===== config.mk =====
export PLATFORM = sky130hd
export DESIGN_NAME = display_timing_gen
export DESIGN_NICKNAME = d
export VERILOG_FILES = /design/src/rtl/display_timing_gen.sv
export SDC_FILE = /design/constraint.sdc
export NUM_CORES = 1
export LEC_CHECK = 0
export CAP_MARGIN = 40
export CORE_MARGIN = 2
export CORE_UTILIZATION = 43
export DETAILED_ROUTE_END_ITERATION = 8
export GPL_TIMING_DRIVEN = 0
export PLACE_DENSITY_LB_ADDON = 0.2
export SETUP_SLACK_MARGIN = 0.3
export SLEW_MARGIN = 30
export SYNTH_ARGS = -nofsm -noshare
export SYNTH_HDL_FRONTEND = slang
export SYNTH_SLANG_ARGS = --single-unit
export TNS_END_PERCENT = 30

===== constraint.sdc =====
create_clock -name i_clk -period 2 [get_ports i_clk]
set_clock_uncertainty 0.05 [all_clocks]
set_input_delay 0.4 -clock i_clk [delete_from_list [all_inputs] [get_ports i_clk]]
set_output_delay 0.4 -clock i_clk [all_outputs]
set_load 0.01 [all_outputs]

===== src/rtl/display_timing_gen.sv =====
// display_timing_gen: free-running raster timing master for the video path.
//
// Produces the pixel coordinate (o_x, o_y), the stage-0 timing flags
// (o_de, o_v_sync, o_frame_start) consumed by the graphics mixer, and a
// one-clock pixel stage that registers and blanks the mixer's RGB result and
// drives it to the display pins with hsync/vsync/de realigned to it.
//
// Ports:
//   i_clk          pixel clock
//   i_rst          synchronous, active-high reset
//   o_x, o_y       current horizontal / vertical count (zero-extended)
//   o_v_sync       vertical sync, aligned with o_x/o_y
//   o_de           active-area flag, aligned with o_x/o_y
//   o_frame_start  one-clock pulse at (0,0)
//   i_red/green/blue  mixer colour for the current o_x/o_y
//   o_vga_*        registered, blanked colour plus hs/vs/de, one clock later
module display_timing_gen #(
  parameter int unsigned H_ACTIVE = 640,
  parameter int unsigned H_FP     = 16,
  parameter int unsigned H_SYNC   = 96,
  parameter int unsigned H_BP     = 48,
  parameter int unsigned V_ACTIVE = 480,
  parameter int unsigned V_FP     = 10,
  parameter int unsigned V_SYNC   = 2,
  parameter int unsigned V_BP     = 33,
  parameter bit          SYNC_POL = 1'b0
) (
  input  logic        i_clk,
  input  logic        i_rst,
  output logic [15:0] o_x,
  output logic [15:0] o_y,
  output logic        o_v_sync,
  output logic        o_de,
  output logic        o_frame_start,
  input  logic [7:0]  i_red,
  input  logic [7:0]  i_green,
  input  logic [7:0]  i_blue,
  output logic [7:0]  o_vga_red,
  output logic [7:0]  o_vga_green,
  output logic [7:0]  o_vga_blue,
  output logic        o_vga_hs,
  output logic        o_vga_vs,
  output logic        o_vga_de
);

  localparam int unsigned CW      = 16;
  localparam int unsigned CLRW    = 8;
  localparam int unsigned H_TOTAL = H_ACTIVE + H_FP + H_SYNC + H_BP;
  localparam int unsigned V_TOTAL = V_ACTIVE + V_FP + V_SYNC + V_BP;

  // Counter-width copies of the timing boundaries so every compare is CW wide.
  localparam logic [CW-1:0] H_LAST     = CW'(H_TOTAL - 1);
  localparam logic [CW-1:0] V_LAST     = CW'(V_TOTAL - 1);
  localparam logic [CW-1:0] H_ACT_END  = CW'(H_ACTIVE);
  localparam logic [CW-1:0] V_ACT_END  = CW'(V_ACTIVE);
  localparam logic [CW-1:0] H_SYN_BEG  = CW'(H_ACTIVE + H_FP);
  localparam logic [CW-1:0] H_SYN_END  = CW'(H_ACTIVE + H_FP + H_SYNC);
  localparam logic [CW-1:0] V_SYN_BEG  = CW'(V_ACTIVE + V_FP);
  localparam logic [CW-1:0] V_SYN_END  = CW'(V_ACTIVE + V_FP + V_SYNC);

  localparam logic SYNC_ON  = SYNC_POL;
  localparam logic SYNC_OFF = ~SYNC_POL;

  // h_cnt/v_cnt hold the position that will be presented on the next edge;
  // the registered outputs therefore show (0,0) on the first edge after reset.
  logic [CW-1:0] h_cnt;
  logic [CW-1:0] v_cnt;
  logic          hs_q;

  logic          h_wrap_c;
  logic          v_wrap_c;
  logic [CW-1:0] h_next_c;
  logic [CW-1:0] v_next_c;
  logic          de_c;
  logic          hs_c;
  logic          vs_c;
  logic          fs_c;

  // Next-position arithmetic and stage-0 decode of the position being presented.
  always_comb begin
    h_wrap_c = (h_cnt == H_LAST);
    v_wrap_c = (v_cnt == V_LAST);
    h_next_c = h_wrap_c ? '0 : h_cnt + CW'(1);
    v_next_c = v_cnt;
    if (h_wrap_c) begin
      v_next_c = v_wrap_c ? '0 : v_cnt + CW'(1);
    end
    de_c = (h_cnt < H_ACT_END) && (v_cnt < V_ACT_END);
    hs_c = ((h_cnt >= H_SYN_BEG) && (h_cnt < H_SYN_END)) ? SYNC_ON : SYNC_OFF;
    vs_c = ((v_cnt >= V_SYN_BEG) && (v_cnt < V_SYN_END)) ? SYNC_ON : SYNC_OFF;
    fs_c = (h_cnt == '0) && (v_cnt == '0);
  end

  // Stage 0: raster counters and timing flags for the mixer.
  always_ff @(posedge i_clk) begin
    if (i_rst) begin
      h_cnt         <= '0;
      v_cnt         <= '0;
      o_x           <= '0;
      o_y           <= '0;
      o_de          <= 1'b0;
      o_v_sync      <= SYNC_OFF;
      o_frame_start <= 1'b0;
      hs_q          <= SYNC_OFF;
    end else begin
      h_cnt         <= h_next_c;
      v_cnt         <= v_next_c;
      o_x           <= h_cnt;
      o_y           <= v_cnt;
      o_de          <= de_c;
      o_v_sync      <= vs_c;
      o_frame_start <= fs_c;
      hs_q          <= hs_c;
    end
  end

  // Stage 1: capture mixer colour for the stage-0 position, blank outside the
  // active area, and delay the syncs/de by the same single clock.
  always_ff @(posedge i_clk) begin
    if (i_rst) begin
      o_vga_red   <= '0;
      o_vga_green <= '0;
      o_vga_blue  <= '0;
      o_vga_hs    <= SYNC_OFF;
      o_vga_vs    <= SYNC_OFF;
      o_vga_de    <= 1'b0;
    end else begin
      o_vga_red   <= o_de ? i_red   : CLRW'(0);
      o_vga_green <= o_de ? i_green : CLRW'(0);
      o_vga_blue  <= o_de ? i_blue  : CLRW'(0);
      o_vga_hs    <= hs_q;
      o_vga_vs    <= o_v_sync;
      o_vga_de    <= o_de;
    end
  end

endmodule


Word-level counts from Yosys, hierarchy flattened
Cells that the tools add are included. W data, S select, Z words.

Bitwise gates (word level): 1. Muxes and demuxes: 3. Reduce and logical (&&, ||, !) cells: 8. Eq/ne operators: 2. $lt $le $gt $ge: 6. Add/subtract/negate cells: 2.

Operators by type and width (number): $add A16 B1 Y16 const B (2); $eq A16 B10 Y1 const B (2); $logic_not A16 Y1 (2); $lt A16 B10 Y1 const B (2); $lt A16 B9 Y1 const B (2); $ge A16 B10 Y1 const B (1); $ge A16 B9 Y1 const B (1); $mux W16 (1); $logic_and A1 B1 Y1 (4); $reduce_or A2 Y1 (2); $mux W1 (2); $not A1 Y1 (1).

Word-level logic and storage cells: 36. Output and inout port bits: 62. Register bits: 95. Input bits: 26.

Depth between registers and ports, before layout
Gate-level depths: netlist of run 1.

Depth in word-level cells: 3. Depth in mapped cells: 8. Gate-level depth less buffers: 7.

Worst setup path after synthesis of run 1
No wires, ideal clock.

Kind: register to register. Start: reg v_cnt[10]. End: reg o_frame_start. Buffers on the path: 0. Stages on the path, launching flop included: 5. Library setup time: 0.088 ns. Arrival time: 1.942 ns. Period minus slack after synthesis: 2.080 ns. Setup slack: -0.080 ns. Required time: 1.862 ns. Path through: dfxtp_1 > or4_4 > or4_4 > or4_1 > nor4_2.

Longest elaborated chain between the ends: 2.

RTL lines: start, declared (RTL line 67) `logic [CW-1:0] v_cnt;`; start signal, assigned (RTL line 107) `v_cnt <= v_next_c;`; $logic_not A16 Y1 (RTL line 91) `fs_c = (h_cnt == '0) && (v_cnt == '0);`; $logic_and A1 B1 Y1 (RTL line 91); end signal, assigned (RTL line 112) `o_frame_start <= fs_c;`; end, declared (RTL line 34) `output logic o_frame_start,`.

Every way passes these cells. A chain may end at the register's enable or synchronous reset.

Worst setup path after layout of run 1
Same ends and word-level chain as after synthesis.

==> impl_metrics.prom, run 1 <==
# TYPE chip_impl_metric gauge
chip_impl_metric{name="seq_power_share",unit="%"} 57.3
chip_impl_metric{name="final_critical_path_time_including_i_o_delays_and_setup",unit="ps"} 2090
chip_impl_info{name="timing.critical_path.from_type",value="flop"} 1
chip_impl_metric{name="layout-area-overhead-vs-synth",unit="%"} 47.2
chip_impl_metric{name="die-width",unit="um"} 91.5
chip_impl_metric{name="grt_use_total",unit="%"} 18.1
chip_impl_metric{name="num_rows",unit=""} 31
chip_impl_metric{name="clock_share_of_power",unit="%"} 36.6
chip_impl_metric{name="worst-endpoint-required",unit="ps"} 2210
chip_impl_metric{name="num-fill-cells",unit=""} 570
chip_impl_info{name="worst_hold_path.endpoint",value="o_vga_hs"} 1
chip_impl_metric{name="floorplan.io_pins",unit=""} 88
chip_impl_metric{name="drive_above_1_share",unit="%"} 18.0
chip_impl_info{name="reg2reg_to",value="o_frame_start"} 1
chip_impl_metric{name="ctsHtreeMaxLevel",unit=""} 3
chip_impl_metric{name="die-height",unit="um"} 91.5
chip_impl_metric{name="clockBufferDepth",unit=""} 2
chip_impl_info{name="cpMostUsedCell",value="sky130_fd_sc_hd__or4_4"} 1
chip_impl_metric{name="antennaDiodeCount",unit=""} 0
chip_impl_metric{name="timing.critical_path.arrival",unit="ps"} 2300
chip_impl_metric{name="clk_latency",unit="ps"} 350
chip_impl_info{name="worst-setup-path-type",value="flop to flop"} 1
chip_impl_metric{name="power.switching_fraction",unit="%"} 21.7
chip_impl_info{name="type_of_the_tightest_min_delay_check",value="flop to flop"} 1
chip_impl_metric{name="finalWeightedCongestion",unit=""} 0.783
chip_impl_metric{name="totalWireLength",unit="um"} 7500
chip_impl_metric{name="vdd.ir_drop.worst",unit="uV"} 396
chip_impl_metric{name="final_core_utilization",unit="%"} 66.2
chip_impl_metric{name="coreArea",unit="sq um"} 7330
chip_impl_info{name="beginning_of_the_worst_hold_path",value="hs_q"} 1
chip_impl_metric{name="via_to_cell_ratio",unit=""} 4.88
chip_impl_metric{name="final-max-slew-violation-count",unit=""} 0
chip_impl_metric{name="pwr_density_cell",unit="nW/um^2"} 697
chip_impl_metric{name="post_synth.cell_area_avg",unit="sq um"} 9.92
chip_impl_metric{name="post_route_setup_tns",unit="ps"} -201
chip_impl_info{name="critPathSlowestCell",value="sky130_fd_sc_hd__or4_4"} 1
chip_impl_metric{name="first_pass_iters",unit=""} 4
chip_impl_metric{name="grt_max_degree",unit=""} 16
chip_impl_info{name="crit_path_end_kind",value="flop"} 1
chip_impl_metric{name="buffer_ports.inserted",unit=""} 86
chip_impl_metric{name="internal-power",unit="W"} 0.00265
chip_impl_metric{name="design.die.area",unit="sq um"} 8380
chip_impl_metric{name="first_global_vias",unit=""} 2436
chip_impl_metric{name="synth.net_count",unit=""} 362
chip_impl_metric{name="wirelength_met1",unit="um"} 3400
chip_impl_metric{name="postSynth.asyncResetShare",unit="%"} 0
chip_impl_metric{name="ys_types",unit=""} 33
chip_impl_info{name="highest-signal-layer",value="met4"} 1
chip_impl_metric{name="drt_iter0_drc",unit=""} 117
chip_impl_metric{name="synthesis_warning_total",unit=""} 0
chip_impl_info{name="synth-main-ff-cell",value="sky130_fd_sc_hd__dfxtp_1"} 1
chip_impl_metric{name="multi_input_gate_area",unit="sq um"} 1480
chip_impl_metric{name="syn-cell-area",unit="sq um"} 3290
chip_impl_metric{name="worst_pin_slew",unit="ps"} 587
chip_impl_info{name="violated_checks",value="negative setup slack"} 1
chip_impl_metric{name="wl_per_cell",unit="um"} 13.8
chip_impl_metric{name="total_setup_violations_reported_at_the_end_of_the_flow",unit=""} 4
chip_impl_metric{name="critical_path_peak_fanout",unit=""} 2
chip_impl_info{name="regToRegStartpoint",value="v_cnt[10]"} 1
chip_impl_metric{name="num_vias",unit=""} 2657
chip_impl_metric{name="timing.slew.headroom",unit="%"} 60.9
chip_impl_metric{name="finalHoldViolations",unit=""} 0
chip_impl_metric{name="postSynthCellCount",unit=""} 332
chip_impl_metric{name="route.antenna.remaining_nets",unit=""} 0
chip_impl_metric{name="post-route-drc-count",unit=""} 0
chip_impl_metric{name="postSynthRegisterBits",unit=""} 95
chip_impl_metric{name="maxCapViolations",unit=""} 0
chip_impl_metric{name="floorplan.initialDensity",unit="%"} 44.9
chip_impl_metric{name="cellLeakagePower",unit="nW"} 2.25
chip_impl_metric{name="cts_num_sinks",unit=""} 95
chip_impl_metric{name="post_layout_worst_setup_margin",unit="ps"} -93.2
chip_impl_metric{name="combinationalPowerShare",unit="%"} 6.1
chip_impl_metric{name="total_switching_power",unit="W"} 0.000733
chip_impl_info{name="cts_tree",value="done"} 1
chip_impl_metric{name="hpwlAfterDp",unit="um"} 4920
chip_impl_metric{name="globalRoute.totalOverflow",unit=""} 0
chip_impl_metric{name="met3WireLength",unit="um"} 580
chip_impl_metric{name="met2RoutedLength",unit="um"} 3430
chip_impl_metric{name="cts_buf_count",unit=""} 9
chip_impl_metric{name="period_share",unit="%"} 105
chip_impl_metric{name="sequential_to_total_area_share_from_yosys_stat",unit="%"} 57.7
chip_impl_metric{name="antenna_violations_before_repair",unit=""} 0
chip_impl_metric{name="worst_r2r_path_depth",unit=""} 4
chip_impl_metric{name="synth_edf_count",unit=""} 0
chip_impl_info{name="rsz0062_at_grt",value="true"} 1
chip_impl_metric{name="grt_first_pass_wirelength",unit="um"} 12000
chip_impl_metric{name="achievable-frequency",unit="MHz"} 478
chip_impl_info{name="clockRootBuffer",value="sky130_fd_sc_hd__clkbuf_8"} 1
chip_impl_metric{name="area.sequential",unit="sq um"} 1930
chip_impl_info{name="run_status",value="complete, but fails checks"} 1
chip_impl_metric{name="hold_crit_depth",unit=""} 1
chip_impl_metric{name="cts.clk_slew.worst_paths",unit="ps"} 90
chip_impl_metric{name="critical_path.max_stage_delay",unit="ps"} 550
chip_impl_metric{name="setup.reg_to_reg.worst_slack",unit="ps"} -90
chip_impl_metric{name="layout.nets",unit=""} 471
chip_impl_info{name="crit_chain",value="or4_4 -> or4_4 -> or4_4 -> nor4_4"} 1
==> worst max-delay path, delay by kind of cell, from the launching register on <==
| family | cells | cell delay (ps) |
|---|---|---|
| DFF | 1 | 360 |
| and+or+nand+nor | 4 | 1590 |
==> synth_stat cells, drive strengths merged, types with 7 or more instances <==
library cell,count,share of area (%)
clkbuf,12,1.4
inv,13,1.5
xnor2,11,2.9
nor2b,26,4.9
xor2,8,2.1
nor3,9,1.4
nand3,11,1.7
nand2,14,1.6
dfxtp,95,58
or3,8,1.5
and2,27,5.1
a21oi,7,1.1
o21ai,10,1.5
nor2,35,4.0
==> cell families (layout without fill, tap and decap cells) <==
family | count (synthesis) | count (layout) | synth area share, %
simple gates | 167 | 167 | 29.0
flops | 95 | 95 | 57.7
buf+inv | 26 | 139 | 3.00
compound gates | 21 | 21 | 3.68
xor+xnor | 19 | 19 | 5.05
fa+ha+maj | 4 | 4 | 1.52
==> worst max-delay path by stage <==
stage                     startpoint  depth (start not counted)  slack, ps             to
after floorplan            v_cnt[10]                          4         40  o_frame_start
after global placement     h_cnt[12]                          6       -230      v_cnt[13]
final                      v_cnt[10]                          4        -90  o_frame_start
after CTS                  v_cnt[10]                          4       -110  o_frame_start
after global routing       v_cnt[10]                          4       -160  o_frame_start
after detailed placement   h_cnt[12]                          6       -280       v_cnt[5]
==> flip-flops by register name (all words and copies together), names as in the netlist, 8 cells and up <==
| register | count |
|---|---|
| o_vga_green | 8 |
| v_cnt | 16 |
| o_y | 16 |
| o_x | 16 |
| h_cnt | 16 |
| o_vga_blue | 8 |
| o_vga_red | 8 |
==> area by class of cell <==
| type | instances | share of cell area, % |
|---|---|---|
| sequential | 95 | 39.8 |
| multi-input combinational | 211 | 30.5 |
| timing repair buffer | 98 | 20.7 |
| clock buffer | 10 | 2.84 |
| tap | 99 | 2.55 |
| buffer | 13 | 1.42 |
| clock inverter | 5 | 1.19 |
| inverter | 13 | 1.06 |
==> what timing repair did <==
item | CTS | global route
pin swaps | 9 | 7
endpoints found under the setup margin | 37 | 75
hold buffers | 0 | 0
buffers inserted | 10 | 2
resized for setup | 20 | 66
==> routing by layer <==
metal	GRT usage, %	vias up
li1	-	1319
met1	24.2	1220
met2	27.8	110
met3	5.23	8
met4	6.82	0
met5	0	-
==> cells in the final DEF (no fill, tap or decap), types with 5 or more instances in the layout <==
master | netlist | routed
sky130_fd_sc_hd__nor2b_1 | 26 | 26
sky130_fd_sc_hd__clkdlybuf4s50_1 | 0 | 60
sky130_fd_sc_hd__and4_1 | 5 | 5
sky130_fd_sc_hd__nor2_1 | 35 | 31
sky130_fd_sc_hd__clkbuf_8 | 0 | 10
sky130_fd_sc_hd__nand3_1 | 11 | 11
sky130_fd_sc_hd__dfxtp_2 | 0 | 10
sky130_fd_sc_hd__a21oi_1 | 7 | 7
sky130_fd_sc_hd__xor2_1 | 8 | 8
sky130_fd_sc_hd__nand2_1 | 14 | 14
sky130_fd_sc_hd__or3_1 | 8 | 8
sky130_fd_sc_hd__clkbuf_1 | 12 | 5
sky130_fd_sc_hd__buf_4 | 0 | 14
sky130_fd_sc_hd__nor3_2 | 0 | 5
sky130_fd_sc_hd__nand4_1 | 6 | 6
sky130_fd_sc_hd__and2_1 | 27 | 27
sky130_fd_sc_hd__inv_1 | 13 | 11
sky130_fd_sc_hd__xnor2_1 | 11 | 11
sky130_fd_sc_hd__o21ai_1 | 0 | 6
sky130_fd_sc_hd__dlymetal6s2s_1 | 0 | 23
sky130_fd_sc_hd__dfxtp_1 | 95 | 81
==> through the flow <==
stage | hold WS (ps) | std cells | setup slack (ps) | power (W) | instance area (sq um)
2_1_floorplan | 339 | 332 | 36.8 | 0.00206 | 3370
3_3_place_gp | 368 | 517 | -234 | 0.00218 | 4350
3_5_place_dp | 374 | 517 | -279 | 0.00218 | 4350
4_1_cts | 390 | 542 | -105 | 0.00341 | 4670
5_1_grt | 397 | 544 | -157 | 0.00352 | 4850
6_report | 382 | 544 | -93.2 | 0.00338 | 4850
==> power groups by stage <==
| stage | clock, W | combinational [W] | sequential [W] |
|---|---|---|---|
| after CTS | 0.00127 | 0.000207 | 0.00194 |
| after floorplan | 0 | 0.0000630 | 0.00200 |
| after detailed placement | 0 | 0.000196 | 0.00198 |
| after global routing | 0.00136 | 0.000225 | 0.00194 |
| final | 0.00124 | 0.000207 | 0.00194 |
| after global placement | 0 | 0.000195 | 0.00198 |
Note: power is estimated with default switching activity, not from simulation.
==> inputs of run 2 (changes only) <==
--- a/config.mk
+++ b/config.mk
@@ -6,8 +6,11 @@
 export NUM_CORES = 1
 export LEC_CHECK = 0
 export CAP_MARGIN = 40
+export CELL_PAD_IN_SITES_DETAIL_PLACEMENT = 1
+export CELL_PAD_IN_SITES_GLOBAL_PLACEMENT = 2
 export CORE_MARGIN = 2
-export CORE_UTILIZATION = 43
+export CORE_UTILIZATION = 27
+export CTS_BUF_LIST = sky130_fd_sc_hd__clkbuf_4 sky130_fd_sc_hd__clkbuf_8
 export DETAILED_ROUTE_END_ITERATION = 8
 export GPL_TIMING_DRIVEN = 0
 export PLACE_DENSITY_LB_ADDON = 0.2
==> impl_metrics.prom, run 2 (synthesis results as in run 1) <==
# TYPE chip_impl_metric gauge
chip_impl_metric{name="final-max-slew-violation-count",unit=""} 0
chip_impl_metric{name="critical_path.max_stage_delay",unit="ps"} 560
chip_impl_info{name="worst_hold_path.endpoint",value="o_vga_hs"} 1
chip_impl_metric{name="worst_pin_slew",unit="ps"} 564
chip_impl_metric{name="timing.slew.headroom",unit="%"} 62.4
chip_impl_metric{name="antenna_violations_before_repair",unit=""} 0
chip_impl_metric{name="ctsHtreeMaxLevel",unit=""} 3
chip_impl_info{name="worst-setup-path-type",value="flop to flop"} 1
chip_impl_metric{name="drive_above_1_share",unit="%"} 23.2
chip_impl_metric{name="grt_max_degree",unit=""} 17
chip_impl_metric{name="hold_buffers",unit=""} 0
chip_impl_metric{name="grt_first_pass_wirelength",unit="um"} 13800
chip_impl_info{name="cpMostUsedCell",value="sky130_fd_sc_hd__or4_4"} 1
chip_impl_info{name="reg2reg_to",value="o_frame_start"} 1
chip_impl_metric{name="clockBufferDepth",unit=""} 2
chip_impl_metric{name="dp_slack",unit="ps"} -307
chip_impl_metric{name="route.antenna.remaining_nets",unit=""} 0
chip_impl_metric{name="first_global_vias",unit=""} 2710
chip_impl_info{name="critPathSlowestCell",value="sky130_fd_sc_hd__or4_4"} 1
chip_impl_metric{name="finalHoldViolations",unit=""} 0
chip_impl_metric{name="num_vias",unit=""} 2735
chip_impl_metric{name="clk_latency",unit="ps"} 370
chip_impl_metric{name="post-route-drc-count",unit=""} 0
chip_impl_metric{name="design.die.area",unit="sq um"} 13100
chip_impl_metric{name="layout-area-overhead-vs-synth",unit="%"} 57.1
chip_impl_metric{name="cts.clk_slew.worst_paths",unit="ps"} 90
chip_impl_metric{name="wl_per_cell",unit="um"} 14.7
chip_impl_metric{name="hold_crit_depth",unit=""} 1
chip_impl_info{name="type_of_the_tightest_min_delay_check",value="flop to flop"} 1
chip_impl_info{name="rsz0062_at_grt",value="true"} 1
chip_impl_metric{name="via_to_cell_ratio",unit=""} 4.53
chip_impl_metric{name="cts_buf_count",unit=""} 9
chip_impl_metric{name="hpwlAfterDp",unit="um"} 6190
chip_impl_metric{name="final_critical_path_time_including_i_o_delays_and_setup",unit="ps"} 2110
chip_impl_metric{name="fin_hold_ws",unit="ps"} 396
chip_impl_metric{name="cts_num_sinks",unit=""} 95
chip_impl_info{name="cts_tree",value="done"} 1
chip_impl_metric{name="floorplan.initialDensity",unit="%"} 27.5
chip_impl_metric{name="post_layout_worst_setup_margin",unit="ps"} -107
chip_impl_metric{name="coreArea",unit="sq um"} 12000
chip_impl_metric{name="maxCapViolations",unit=""} 0
chip_impl_info{name="regToRegStartpoint",value="v_cnt[10]"} 1
chip_impl_info{name="timing.critical_path.from_type",value="flop"} 1
chip_impl_metric{name="dp.cells",unit=""} 565
chip_impl_metric{name="drt_iter0_drc",unit=""} 86
chip_impl_metric{name="period_share",unit="%"} 105
chip_impl_metric{name="post_route_setup_tns",unit="ps"} -177
chip_impl_info{name="crit_chain",value="or4_4 -> or4_4 -> or4_4 -> nor4_4"} 1
chip_impl_metric{name="achievable-frequency",unit="MHz"} 475
chip_impl_metric{name="totalWireLength",unit="um"} 8900
chip_impl_info{name="beginning_of_the_worst_hold_path",value="hs_q"} 1
chip_impl_metric{name="die-width",unit="um"} 114
chip_impl_metric{name="num_rows",unit=""} 40
chip_impl_metric{name="finalWeightedCongestion",unit=""} 0.743
chip_impl_info{name="run_status",value="complete, but fails checks"} 1
chip_impl_metric{name="post-route-cell-area",unit="sq um"} 5180
chip_impl_metric{name="setup.reg_to_reg.worst_slack",unit="ps"} -110
chip_impl_metric{name="die-height",unit="um"} 114
chip_impl_metric{name="worst-endpoint-required",unit="ps"} 2230
chip_impl_info{name="clockRootBuffer",value="sky130_fd_sc_hd__clkbuf_8"} 1
chip_impl_metric{name="cellLeakagePower",unit="nW"} 2.50
chip_impl_metric{name="antennaDiodeCount",unit=""} 0
chip_impl_metric{name="fin_cells",unit=""} 604
chip_impl_metric{name="critical_path_peak_fanout",unit=""} 4
chip_impl_metric{name="globalRoute.totalOverflow",unit=""} 0
chip_impl_metric{name="grt_use_total",unit="%"} 13.6
chip_impl_metric{name="pwr_density_cell",unit="nW/um^2"} 695
chip_impl_metric{name="layout.nets",unit=""} 482
chip_impl_metric{name="first_pass_iters",unit=""} 4
chip_impl_metric{name="buffer_ports.inserted",unit=""} 86
chip_impl_metric{name="worst_r2r_path_depth",unit=""} 4
chip_impl_metric{name="vdd.ir_drop.worst",unit="uV"} 241
chip_impl_info{name="violated_checks",value="negative setup slack"} 1
chip_impl_metric{name="placed_cell_area",unit="sq um"} 4410
chip_impl_metric{name="timing.critical_path.arrival",unit="ps"} 2340
chip_impl_info{name="final_cell_mix",value="sky130_fd_sc_hd__dfxtp_1, sky130_fd_sc_hd__clkdlybuf4s50_1, sky130_fd_sc_hd__dlygate4sd2_1"} 1
chip_impl_metric{name="total_setup_violations_reported_at_the_end_of_the_flow",unit=""} 3
chip_impl_info{name="crit_path_end_kind",value="flop"} 1
chip_impl_info{name="layout.cells.most_common",value="sky130_fd_sc_hd__dfxtp_1"} 1
chip_impl_metric{name="floorplan.io_pins",unit=""} 88
run 2: changes by cell type in the layout (fill, tap and decap cells not counted), sizes merged:
| cell | previous run | this run |
|---|---|---|
| dlygate4sd2 | 3 | 29 |
| clkinv | 3 | 1 |
| clkinvlp | 0 | 2 |
| buf | 16 | 26 |
| clkbuf | 19 | 20 |
| bufinv | 1 | 2 |
| clkdlybuf4s50 | 60 | 32 |
| dlymetal6s2s | 23 | 25 |
run 2: metrics by stage:
step                utilization (%)  power [W]
floorplan                         -    0.00206
global placement               36.9    0.00219
detailed placement             36.9    0.00219
CTS                            39.8    0.00364
global route                   43.3    0.00376
finish                         43.3    0.00360
run 2: worst max-delay path by stage:
stage                          from  cells past startpoint             to  slack [ps]
after floorplan           v_cnt[10]                      4  o_frame_start          40
after global placement     h_cnt[9]                      6       v_cnt[7]        -270
after detailed placement   h_cnt[8]                      6       v_cnt[8]        -310
after CTS                 v_cnt[10]                      4  o_frame_start        -120
after global routing      v_cnt[10]                      4  o_frame_start        -150
final                     v_cnt[10]                      4  o_frame_start        -110
run 2: layout make-up:
cell class,count,area (sq um)
fill,1336,6790
sequential,95,1950
multi-input combinational,211,1570
timing repair buffer,109,1110
tap,147,184
clock buffer,10,138
clock inverter,6,92.6
buffer,13,88.8
inverter,13,51.3
run 2: worst max-delay path: cells and delay by family (launching register included):
family           cells  cell delay [ps]
DFF                  1              360
and+or+nand+nor      4             1620
run 2: power by group:
part / internal (W) / total (W) / switching, W
Combinational: 0.000126 / 0.000228 / 0.000103
Clock: 0.000744 / 0.00144 / 0.000695
Sequential: 0.00191 / 0.00193 / 0.0000149
run 2: routing by layer:
layer	vias up	global-route usage, %	wire length (um)
met3	10	2.91	353
met5	-	0	0
li1	1345	-	-
met4	0	6.10	164
met1	1312	18.2	4450
met2	68	21.2	3940
run 2: timing repair:
action,CTS,global route
pin swaps,8,25
setup buffers,8,14
gates resized for setup,53,94
cloned,0,1
endpoints found under the setup margin,71,77
